## src/rtl/pool_window_ctrl.sv

```systemverilog
// 2x2/stride-2 max-pool window sequencer: buffers one input row and replays each window as 4 beats.
// Optional sticky protocol-error flag is built only when POOL_CTRL_ERR_EN is defined.
`ifndef WD
`define WD 8
`endif

module pool_window_ctrl #(
   parameter int CH    = 6,
   parameter int IMG_W = 28,
   parameter int IMG_H = 28
) (
   input  logic                 clk,
   input  logic                 rst_n,
   input  logic                 start,
   input  logic                 in_valid,
   output logic                 in_ready,
   input  logic [`WD*CH-1:0]    in_data,
   output logic                 pool_en,
   output logic                 pool_first,
   output logic                 pool_last,
   output logic [`WD*CH-1:0]    pool_data,
   input  logic                 pool_q_en,
   output logic                 busy,
   output logic                 frame_done,
   output logic                 err
);

   localparam int DW    = `WD*CH;
   localparam int CW    = (IMG_W > 1) ? $clog2(IMG_W) : 1;
   localparam int RW    = (IMG_H > 1) ? $clog2(IMG_H) : 1;
   localparam int TOTAL = (IMG_W/2)*(IMG_H/2);
   localparam int NW    = $clog2(TOTAL+1);

   typedef enum logic [1:0] {IDLE, RUN, EMIT, DRAIN} state_t;
   state_t state, state_nx;

   logic [CW-1:0] col, wcol;
   logic [RW-1:0] row;
   logic [NW-1:0] res_cnt;
   logic [1:0]    beat;
   logic          last_win;
   logic [DW-1:0] hold, cur;
   logic [DW-1:0] rowbuf [IMG_W];

   logic col_end, row_end, res_full, acc;
   assign col_end  = (col == CW'(IMG_W-1));
   assign row_end  = (row == RW'(IMG_H-1));
   assign res_full = (res_cnt == NW'(TOTAL));
   assign acc      = (state == RUN) && in_valid;

   always_comb begin
      state_nx   = state;
      in_ready   = 1'b0;
      pool_en    = 1'b0;
      pool_first = 1'b0;
      pool_last  = 1'b0;
      pool_data  = '0;
      frame_done = 1'b0;
      busy       = (state != IDLE);
      case (state)
         IDLE:  if (start) state_nx = RUN;
         RUN: begin
            in_ready = 1'b1;
            if (in_valid && row[0] && col[0]) state_nx = EMIT;
         end
         EMIT: begin
            pool_en    = 1'b1;
            pool_first = (beat == 2'd0);
            pool_last  = (beat == 2'd3);
            case (beat)
               2'd0:    pool_data = rowbuf[wcol - CW'(1)];
               2'd1:    pool_data = rowbuf[wcol];
               2'd2:    pool_data = hold;
               default: pool_data = cur;
            endcase
            if (beat == 2'd3) state_nx = last_win ? DRAIN : RUN;
         end
         DRAIN: begin
            // res_cnt is registered, so the pulse lands the cycle after the last q_en
            if (res_full) begin
               frame_done = 1'b1;
               state_nx   = IDLE;
            end
         end
         default: state_nx = IDLE;
      endcase
   end

   always_ff @(posedge clk or negedge rst_n) begin
      if (!rst_n) begin
         state    <= IDLE;
         col      <= '0;
         row      <= '0;
         wcol     <= '0;
         res_cnt  <= '0;
         beat     <= '0;
         last_win <= 1'b0;
         hold     <= '0;
         cur      <= '0;
      end else begin
         state <= state_nx;
         case (state)
            IDLE: if (start) begin
               col <= '0;
               row <= '0;
            end
            RUN: if (in_valid) begin
               if (row[0] && !col[0]) hold <= in_data;
               if (row[0] && col[0]) begin
                  cur      <= in_data;
                  wcol     <= col;
                  last_win <= row_end && col_end;
                  beat     <= '0;
               end
               if (col_end) begin
                  col <= '0;
                  row <= row_end ? '0 : row + RW'(1);
               end else begin
                  col <= col + CW'(1);
               end
            end
            EMIT:    beat <= beat + 2'd1;
            default: ;
         endcase
         // counted in any busy state so a q_en landing on DRAIN entry is kept
         if (state == IDLE && start) res_cnt <= '0;
         else if (pool_q_en && busy && !res_full) res_cnt <= res_cnt + NW'(1);
      end
   end

   // Even rows only; contents are always rewritten before the odd row reads them.
   always_ff @(posedge clk) begin
      if (acc && !row[0]) rowbuf[col] <= in_data;
   end

`ifdef POOL_CTRL_ERR_EN
   always_ff @(posedge clk or negedge rst_n) begin
      if (!rst_n) err <= 1'b0;
      else if ((pool_q_en && (!busy || res_full)) || (start && busy)) err <= 1'b1;
   end
`else
   assign err = 1'b0;
`endif

endmodule

```

## config.mk

```make
export PLATFORM = sky130hd
export DESIGN_NAME = pool_window_ctrl
export DESIGN_NICKNAME = d
export VERILOG_FILES = /design/src/rtl/pool_window_ctrl.sv
export SDC_FILE = /design/constraint.sdc
export NUM_CORES = 2
export LEC_CHECK = 0
export CORE_ASPECT_RATIO = 0.6
export CORE_UTILIZATION = 57
export DETAILED_ROUTE_END_ITERATION = 10
export PLACE_DENSITY = 0.77
export RECOVER_POWER = 100
export SLEW_MARGIN = 20
export SYNTH_ARGS = -nofsm -noshare
export SYNTH_HDL_FRONTEND = slang
export SYNTH_SLANG_ARGS = --single-unit
```

## constraint.sdc

```tcl
create_clock -name clk -period 4.3 [get_ports clk]
set_clock_uncertainty 0.15 [all_clocks]
set_input_delay 0.86 -clock clk [delete_from_list [all_inputs] [get_ports clk]]
set_output_delay 0.86 -clock clk [all_outputs]
set_load 0.01 [all_outputs]
```

* Word level (Yosys, flattened, before mapping) *
Memory sizes are Yosys's and may differ from the RTL's.
Index checks and enable logic that the tools add are counted.

word-level totals
  memory bits (writable) = 1344
  word-level logic and storage cells = 85
  bits in registers = 124
  input port bits = 53
  memories = 1
  output and inout port bits = 55

cells by class
  $add $sub $neg = 5
  multiplexer cells = 29
  equal/unequal tests = 16
  reduce and logical (&&, ||, !) cells = 25

memories
  memory  words  width  read ports  clocked after Yosys merged registers in  wr ports  RTL line  RTL
  rowbuf  28     48     2           0                                        1         43        logic [DW-1:0] rowbuf [IMG_W];

operator list
  operator               count
  $pmux W48 S3           1
  $mux W48               1
  $mux W5                6
  $pmux W5 S2            2
  $mux W8                2
  $mux W2                7
  $reduce_and A3 Y1      4
  $add A5 B1 Y5 const B  2
  $eq A5 B5 Y1 const B   2
  $logic_and A1 B1 Y1    10
  $ne A2 B2 Y1 const B   5
  $add A8 B1 Y8 const B  1
  $eq A2 B2 Y1 const B   4
  $eq A8 B8 Y1 const B   1
  $mux W1                8
  $pmux W2 S4            1
  $reduce_and A4 Y1      2
  $reduce_bool A2 Y1     4
  $sub A5 B1 Y5 const B  1
  $eq A2 B1 Y1 const B   2
  $logic_not A2 Y1       2
  $ne A2 B1 Y1 const B   2
  $pmux W2 S2            1
  $logic_not A1 Y1       3
  $add A2 B1 Y2 const B  1

* Longest topological paths before layout *
  depth in word-level cells = 5
  depth in mapped cells = 17
  depth with buffers taken out = 8

* Worst setup path before layout *
OpenSTA, ideal clock, no wires.

  path type = reg-to-output
  from = reg wcol[0]
  to = out pool_data[41]
  cell stages (with the launch flop) = 17
  slack = -90 ps
  data arrival time = 3380 ps
  path buffers = 9
  required time = 3290 ps
  path through = dfrtp_1 -> buf_6 -> buf_8 -> buf_6 -> buf_6 -> buf_6 -> inv_1 -> clkbuf_1 -> ha_1 -> buf_2 -> clkbuf_1 -> clkbuf_1 -> mux4_2 -> nor2_1 -> a31oi_1 -> o2111ai_1 -> o221ai_1

between the ends
  word-level cells in the longest chain between the ends = 4

ends and longest elaborated chain
  item                    RTL line  RTL
  start, declared         37        logic [CW-1:0] col, wcol;
  start signal, assigned  111       wcol <= col;
  $sub A5 B1 Y5           71        2'd0: pool_data = rowbuf[wcol - CW'(1)];
  $mem_v2 Z28 W48 *       --
  $pmux W48 S3 *          70        case (beat)
  $mux W48 *              60        case (state)
  end, declared           21        output logic [`WD*CH-1:0] pool_data,

Mark *: on every way between the ends. The rest lies on a longest branch, timed or not.

* Final worst setup path *
  from = reg wcol[0]
  to = out pool_data[38]

Same word-level chain as after synthesis.

==> results.cfg <==
[worst_setup_path]
r2r_slack_ns = -0.25
rr_startpoint = state[1]$_DFFE_PN0P_
r2r_end = hold[30]$_DFFE_PN0P_
path_class = flip-flop to output pin
required_ns = 3.29
rr_worst_depth = 6
crit_path_max_fanout = 6
arrival_ns = 3.75
cp-start-kind = flip-flop
critPathCaptureType = output pin

[synth]
synthFlopType = edfxtp_1
synth_top_area_share_pct = 58.5
syn_nets = 4056
synth_most_common_cell = edfxtp_1
synth_cells = 3991
synth_seq_cells = 1468
synth-seq-area-share_pct = 62.9
async_flop_share_pct = 8.45
syn_avg_cell_area_um2 = 17.3
yosysTopAreaCell = edfxtp_1
synth_area_leaders = edfxtp_1 (58%), mux4_2 (19%), dfrtp_1 (4.5%)
yosysUniqueCellTypes = 69
synth_edf_count = 1344
syn_area_mm2 = 0.0690
synth_warnings = 0
synthTopCellsByCount = edfxtp_1 (1344), mux4_2 (576), nand2_1 (334)

[place]
portBuffers = 106
hpwl_um = 129000
gp_congestion = 0.899

[grt]
grt_max_degree = 65
grt_pass1_wl_um = 331000
gr-total-overflow = 0
grt_pass1_vias = 46100
antenna_found_initial = 16
track_usage_pct = 38.0

[clock_tree]
worstSkewPairLatency_ns = 0.77
cts_buffer_depth = 3
cts_tree = done
clock-sinks = 1468
cts.htree.levels = 4
cts_made_buffers = 134
clk_pin_slew_ns = 0.06
root_buffer = clkbuf_16

[sta]
relSlewSlack_pct = -52.7
period_share_pct = 111
slew_violations = 686
whs_ns = 0.331
rsz0062_at_grt = true
timing.final.ws_setup_ns = -0.457
tightest_slew_ns = 2.29
finalHoldViolCount = 0
min_period_ns = 4.76
fmax_ghz = 0.210
finalSetupViolCount = 78

[hold_path]
hold_depth = 2
hp-start = cur[25]$_DFFE_PN0P_
hold_end = cur[25]$_DFFE_PN0P_
hold_path.class = flip-flop to flip-flop

[die]
core-area_mm2 = 0.120
dieHeight_um = 272
floorplan.initialDensity_pct = 57.8
row_count = 98
die_area_mm2 = 0.123
die_w_um = 451
io_pins = 108

[detailed_routing]
route.detailed.drc = 18
avgRoutedWirePerCell_um = 38.6
vias_per_cell = 7.71
wl_um = 242000
ant_nets = 0
drt_iter0_markers = 9308
vias = 48200
firstDrtPassIters = 11

[pwr]
power.density_mw_per_mm2 = 336
leakage_uw = 0.0301
p_total_uw = 28500
ir_drop_mv = 0.368

[cells_and_area]
layout-area-overhead-vs-synth_pct = 22.7
nFillCells = 6710
final-seq-area_mm2 = 0.0435
multiInputGateArea_mm2 = 0.0263
layout.nets = 4609
drive_above_1_share_pct = 39.6

[job]
drv_cap = 24

[outcome]
violations = DRC, capacitance limit, slew limit, setup timing
status = finished with violations
## registers in the layout, summed over array words and instances (netlist names)
| signal | count |
|---|---|
| rowbuf | 1344 |
| cur | 48 |
| hold | 48 |
| last_win | 1 |
| wcol | 5 |
| state | 2 |
| res_cnt | 8 |
| row | 5 |
| beat | 2 |
| col | 5 |
## per-stage QoR
step	setup slack (ns)	instances	setup TNS [ns]	utilization, %	instance area (µm²)
4_1_cts	-0.332	6166	-10.40	70.1	83800
2_1_floorplan	-0.0216	3991	-0.0949	-	69100
3_3_place_gp	-0.375	5706	-0.799	62.3	74500
6_report	-0.457	6258	-18.16	70.9	84700
5_1_grt	-0.462	6254	-18.92	70.9	84700
3_5_place_dp	-0.348	5706	-1.40	62.3	74500
## cell families after synthesis
kind of cell | synth area share (%)
flops | 62.9
mux | 24.3
simple gates | 4.13
compound gates | 5.66
buf+inv | 2.54
xor+xnor | 0.225
fa+ha+maj | 0.217
other cells | 0.00543
## cell type report
type,instances,area share [%]
Multi-Input combinational cell,2174,31.0
Clock buffer,192,4.54
Tap cell,1600,2.36
Timing Repair Buffer,723,9.80
Clock inverter,53,0.749
Inverter,43,0.216
Antenna cell,5,0.0148
Sequential cell,1468,51.3
## timing repair
action	4_1_cts	5_1_grt
hold buffers	1	0
endpoints found under the setup margin	48	49
hold endpoints to repair	51	0
pin swaps	141	123
buffers inserted	182	100
gates cloned	47	7
resized for setup	679	302
## critical path, cell delays in order (launching register included)
cell and delay [ns]:
dfrtp_4 0.50, buf_12 0.16, buf_12 0.11, buf_4 0.17, buf_8 0.15, mux4_2 0.51, mux2_2 0.30, mux2i_2 0.22
nor2_1 0.10, a2111oi_2 0.33, a221oi_2 0.19, buf_2 0.23
## power breakdown
group	leakage [µW]	total, µW	internal (µW)	switching, µW
clock network	0.00219	12500	6990	5530
registers	0.0136	15600	15600	39.1
logic	0.0143	331	63.5	267
## routing by layer
layer  routed length (µm)  global-route usage (%)  vias to the layer above
li1                     -                       -                    17600
met1                82600                    53.4                    24200
met2               102000                    52.3                     5419
met3                45200                    16.3                      965
met4                11700                    15.3                       16
met5                  100                       0                        -
## worst max-delay path by stage
stage	start	end	slack, ns	cells after the start
after floorplan	wcol[0]$_DFFE_PN0P_	pool_data[1]	-0.02	15
after global placement	wcol[1]$_DFFE_PN0P_	pool_data[39]	-0.37	9
after detailed placement	wcol[1]$_DFFE_PN0P_	pool_data[39]	-0.35	9
after CTS	wcol[0]$_DFFE_PN0P_	pool_data[31]	-0.33	11
after global routing	wcol[0]$_DFFE_PN0P_	pool_data[37]	-0.46	12
final	wcol[0]$_DFFE_PN0P_	pool_data[38]	-0.46	11
## placed cells by master (no fill, tap or decap), types with 28 or more instances in the layout
master,Yosys,routed
edfxtp_1,1344,1344
mux4_2,576,576
nand2_1,334,310
buf_4,37,275
mux2i_1,276,241
clkbuf_16,0,148
dfrtp_1,124,120
nor2_1,118,100
o21ai_0,152,86
buf_6,24,86
buf_12,0,84
clkbuf_1,147,78
mux2_2,91,77
a21oi_1,85,62
o21ai_1,8,56
buf_16,0,55
dlygate4sd3_1,0,43
clkbuf_2,1,42
nand3_1,41,40
a2111oi_4,1,39
inv_1,40,36
buf_2,81,36
a22oi_1,32,30
a2111oi_2,23,28
buf_8,2,28
Power figures use the tool's default switching activity.
